--- src/rtl/counter_updown_modn.sv ---
// Up/down modulo counter with a programmable top value, wrap or saturate behaviour
// at the boundaries, synchronous clear/load and a count enable.
module counter_updown_modn #(
    parameter int N         = 4,
    parameter int MAX_VALUE = 9,
    parameter bit SATURATE  = 1'b0
) (
    input  logic         clock,
    input  logic         reset,
    input  logic         clear,
    input  logic         load,
    input  logic [N-1:0] load_value,
    input  logic         enable,
    input  logic         up_down,
    output logic [N-1:0] counter,
    output logic         wrap,
    output logic         saturated,
    output logic         at_max,
    output logic         at_min
);

    localparam logic [N-1:0] MAX_CNT = N'(MAX_VALUE);
    localparam logic [N-1:0] ONE     = N'(1);

    logic [N-1:0] counter_next;
    logic         wrap_next;
    logic         saturated_next;

    function automatic logic [N-1:0] clamp_load(input logic [N-1:0] value);
        return (value > MAX_CNT) ? MAX_CNT : value;
    endfunction

    // Boundaries are detected by explicit compare so a full-range modulus never
    // relies on natural N-bit overflow.
    always_comb begin
        counter_next   = counter;
        wrap_next      = 1'b0;
        saturated_next = saturated;
        if (clear) begin
            counter_next   = '0;
            saturated_next = 1'b0;
        end else if (load) begin
            counter_next   = clamp_load(load_value);
            saturated_next = 1'b0;
        end else if (enable) begin
            if (up_down) begin
                if (counter < MAX_CNT) begin
                    counter_next = counter + ONE;
                end else if (SATURATE) begin
                    saturated_next = 1'b1;
                end else begin
                    counter_next = '0;
                    wrap_next    = 1'b1;
                end
            end else begin
                if (counter != '0) begin
                    counter_next = counter - ONE;
                end else if (SATURATE) begin
                    saturated_next = 1'b1;
                end else begin
                    counter_next = MAX_CNT;
                    wrap_next    = 1'b1;
                end
            end
        end
    end

    always_ff @(posedge clock or negedge reset) begin
        if (!reset) begin
            counter   <= '0;
            wrap      <= 1'b0;
            saturated <= 1'b0;
        end else begin
            counter   <= counter_next;
            wrap      <= wrap_next;
            saturated <= saturated_next;
        end
    end

    assign at_max = (counter == MAX_CNT);
    assign at_min = (counter == '0);

endmodule

--- config.mk ---
export PLATFORM = sky130hd
export DESIGN_NAME = counter_updown_modn
export DESIGN_NICKNAME = d
export VERILOG_FILES = /design/src/rtl/counter_updown_modn.sv
export SDC_FILE = /design/constraint.sdc
export NUM_CORES = 1
export LEC_CHECK = 0
export CORE_AREA = 2 2 46 48
export CTS_CLUSTER_DIAMETER = 120
export DETAILED_ROUTE_END_ITERATION = 8
export DIE_AREA = 0 0 48 50
export DONT_BUFFER_PORTS = 1
export PLACE_DENSITY_LB_ADDON = 0.15
export SLEW_MARGIN = 0
export SYNTH_ARGS = -nofsm -noshare
export SYNTH_HDL_FRONTEND = slang
export SYNTH_SLANG_ARGS = --single-unit
--- constraint.sdc ---
create_clock -name clock -period 3.9 [get_ports clock]
set_input_delay 1.17 -clock clock [delete_from_list [all_inputs] [get_ports clock]]
set_output_delay 1.17 -clock clock [all_outputs]
set_load 0.02 [all_outputs]
# [Word level (Yosys, flattened, before mapping)]
# Index checks and enable logic that the tools add are counted.
[op_classes] n_addsub=2 multipliers=0 div=0 n_lt_le_gt_ge=2 eq_ne=1 n_shift=0 mux=15 bitwise_logic=0 reduce_logical=4
[ops] cell="4-bit 2-to-1 mux" n=7
[ops] cell="1-bit 2-to-1 mux" n=8
[ops] cell="4-bit by 1-bit adder with 4-bit output (second input constant)" n=1
[ops] cell="4-bit == test (second input constant)" n=1
[ops] cell="4-bit greater-than comparator (second input constant)" n=1
[ops] cell="4-bit zero test" n=1
[ops] cell="4-bit less-than comparator (second input constant)" n=1
[ops] cell="4-bit nonzero test" n=1
[ops] cell="4-bit by 1-bit subtractor with 4-bit output (second input constant)" n=1
[ops] cell="3-bit nonzero test" n=1
[ops] cell="2-bit nonzero test" n=1
[word_totals] ff_bits=6 latchBits=0 mem_bits_rw=0 mem_bits_ro=0 out_inout_bits=8 elab_cells=27 mem_count=0

# [Longest topological paths before layout]
[depth] ltp_word=6 mapped_depth=6 depth_no_buf=6

# [Worst setup path after synthesis]
# Ideal clock, no wire load.
[synth_timing] path_type="register to output" from="reg counter[1]" to="out at_min" arrival_time_ns=1.193 t_required_ns=2.730 slack_ns=1.537 stages_incl_launch_ff=5 path_cell_list="dfrtp_1 inv_1 ha_1 nand2b_4 nor2_1"
[synth_via] elab_chain_cells=1
[synth_lines] element="start, declared" line_no="15" text="output logic [N-1:0] counter,"
[synth_lines] element="start signal, assigned" line_no="74" text="counter <= counter_next;"
[synth_lines] element="4-bit zero test" line_no="81" text="assign at_min = (counter == '0);"
[synth_lines] element="end, declared" line_no="19" text="output logic at_min"
# No other way between the ends.

# [Worst setup path after layout]
[layout_timing] from="reg counter[0]" to="out at_min"
# The elaborated chain is that of the path after synthesis.

==> flow_metrics.env <==
export IMPL_outcome="complete, no violations"
export IMPL_grt_pass1_wl_um=1900
export IMPL_clock_sinks=5
export IMPL_maxCapViolCount=0
export IMPL_routed_wl_um=1200
export IMPL_post_cts_buffers=0
export IMPL_post_route_period_util_pct=70.1
export IMPL_startpoint_type="register"
export IMPL_grt_start_max_net_pins=12
export IMPL_core_um2=1900
export IMPL_critPathArrivalTime_ps=1560
export IMPL_vias=423
export IMPL_crit_required_ps=2730
export IMPL_cts_tree="done"
export IMPL_antenna_found_initial=0
export IMPL_syn_area_per_cell_um2=8.68
export IMPL_critical_path_max_stage_delay_ps=540
export IMPL_portBuffers=0
export IMPL_grt_pass1_vias=435
export IMPL_crit_type="register to output port"
export IMPL_root_buffer="clkbuf_4"
export IMPL_crit_path_start="counter[0]"
export IMPL_ys_ff_latch=5
export IMPL_die_w_um=48
export IMPL_post_route_util_pct=28.2
export IMPL_tns_ps=0
export IMPL_multi_input_area_um2=333
export IMPL_seq_area_frac_synth_pct=23.6
export IMPL_n_fill_cell=218
export IMPL_cpMaxStageDelayCell="dfrtp_1"
export IMPL_rows=16
export IMPL_slew_viol_final=0
export IMPL_final_cell_count_no_fill=87
export IMPL_globalplace_congestion=0.651
export IMPL_cellLeakagePower_nw=0.218
export IMPL_drc=0
export IMPL_via_per_inst=4.86
export IMPL_n_antenna_cell=0
export IMPL_dr_pass1_iters=4
export IMPL_peakVddDrop_uv=211
export IMPL_r2r_start="counter[0]"
export IMPL_synth_top_area_share_pct=23.6
export IMPL_postRouteAntennaNets=0
export IMPL_finalSetupViolCount=0
export IMPL_max_freq_mhz=366
export IMPL_power_density_nw_per_um2=318
export IMPL_drt_iter0_drc=14
export IMPL_dp_cells=83
export IMPL_path_clk_slew_ps=40
export IMPL_holdCritPathClass="input port to async pin"
export IMPL_wl_per_cell_um=13.8
export IMPL_cts_buffers=3
export IMPL_clock_latency_ps=240
export IMPL_drive_above_1_share_pct=13.3
export IMPL_reg2reg_depth=6
export IMPL_end_kind="output port"
export IMPL_rsz0062_at_grt="false"
export IMPL_timing_hold_ws_ps=623
export IMPL_io_pins=18
export IMPL_synth_top_cells_by_area="dfrtp_1, ha_1, buf_6"
export IMPL_syn_to_final_growth_pct=1.42
export IMPL_r2r_setup_slack_ps=2160
export IMPL_fp_dieH_um=50
export IMPL_synth_fp_nets=75
export IMPL_path_cells="inv_1, ha_1, nand2b_4, nor2_1"
export IMPL_cts_buffer_depth=2
export IMPL_ys_types=30
export IMPL_grt_use_total_pct=11.2
export IMPL_cts_htree_levels=1
export IMPL_period_minus_slack_ps=2730
export IMPL_nNetsFinal=75
export IMPL_netlist_instances=61
export IMPL_yosysWarnings=0
export IMPL_hpwl_um=911
export IMPL_crit_path_end="at_min"
export IMPL_r2r_end="counter[1]"
export IMPL_start_util_pct=27.8
export IMPL_mostFrequentLayoutCells="inv_1, nor2_1, a21oi_1, a31oi_1, dfrtp_1"
export IMPL_final_seq_area_um2=125
export IMPL_skew_ps=4.69
export IMPL_cts_resized_gates=0
export IMPL_netlist_top_cell_by_area="dfrtp_1"
export IMPL_hold_viol=0
export IMPL_die_area_um2=2400
export IMPL_hold_buffers=0
export IMPL_syn_cell_area_um2=529
export IMPL_cp_max_fo=9
export IMPL_gr_total_overflow=0
final cells by class:
class	count	area share, %
inverter	5	3.50
clock buffer	4	4.90
tap	27	6.29
sequential	5	23.3
multi-input combinational	46	62.0
report_power, final:
| group | total (W) | switching, W | leakage, nW | internal, W |
|---|---|---|---|---|
| clock | 0.0000586 | 0.0000200 | 0.0150 | 0.0000386 |
| combinational | 0.0000439 | 0.0000241 | 0.136 | 0.0000198 |
| sequential | 0.0000682 | 0.0000129 | 0.0667 | 0.0000553 |
kinds of logic (layout without fill, tap and decap cells):
group | Yosys count | count (layout) | share of synthesized area (%)
adder cells (fa/ha/maj) | 4 | 4 | 9.46
other | 1 | 1 | 0.709
buffers and inverters | 10 | 9 | 13.5
flip-flops | 5 | 5 | 23.6
AO/OA/AOI/OAI | 19 | 19 | 25.3
XOR/XNOR | 1 | 1 | 1.66
AND/OR/NAND/NOR | 21 | 21 | 25.8
stage by stage:
stage	setup WS [ps]	total power [W]	instance area (um^2)
2_1_floorplan	1540	0.000112	529
3_3_place_gp	1430	0.000113	510
3_5_place_dp	1400	0.000113	510
4_1_cts	1140	0.000175	537
5_1_grt	1050	0.000184	537
6_report	1170	0.000171	537
how the worst min path moves through the flow:
stage                             to  cells past startpoint
after global placement    counter[0]                      2
final                     counter[3]                      0
after floorplan           counter[0]                      2
after detailed placement  counter[0]                      2
after global routing      counter[1]                      0
after CTS                 counter[1]                      0
flip-flops by register name, summed over array words and instances (netlist names):
signal and count:
counter 4, wrap 1
routing by layer:
metal | global-route usage (%) | share of wire [%] | up-vias
met4 | 2.70 | 0 | 0
met3 | 5.13 | 5.3 | 0
met1 | 16.6 | 50 | 194
met2 | 14.4 | 45 | 13
li1 | - | - | 216
met5 | 0 | 0 | -
worst max-delay path, delay by kind of cell, from the launching register on:
family                   cells  cell delay (ps)
adder cells (fa/ha/maj)      1              240
buffers and inverters        1              160
flip-flops                   1              540
AND/OR/NAND/NOR              2              390
synth_stat cells:
cell / n
a31oi_1: 5
buf_4: 1
nand2b_4: 2
nand2_1: 2
nor3_1: 2
nor4b_1: 1
nor3_2: 1
nor2_1: 5
conb_1: 1
a21oi_1: 5
ha_1: 4
o31ai_1: 1
and2b_1: 1
o21ai_0: 2
a31o_1: 1
o22a_1: 1
o41ai_1: 1
nand3_1: 2
inv_1: 5
and3_1: 1
a221o_1: 1
and4b_1: 1
dfrtp_1: 5
nor3b_1: 1
o21bai_1: 1
nor2_2: 1
nor2b_1: 1
o32ai_2: 1
xnor2_1: 1
buf_6: 4
(Power assumes the default switching activity.)
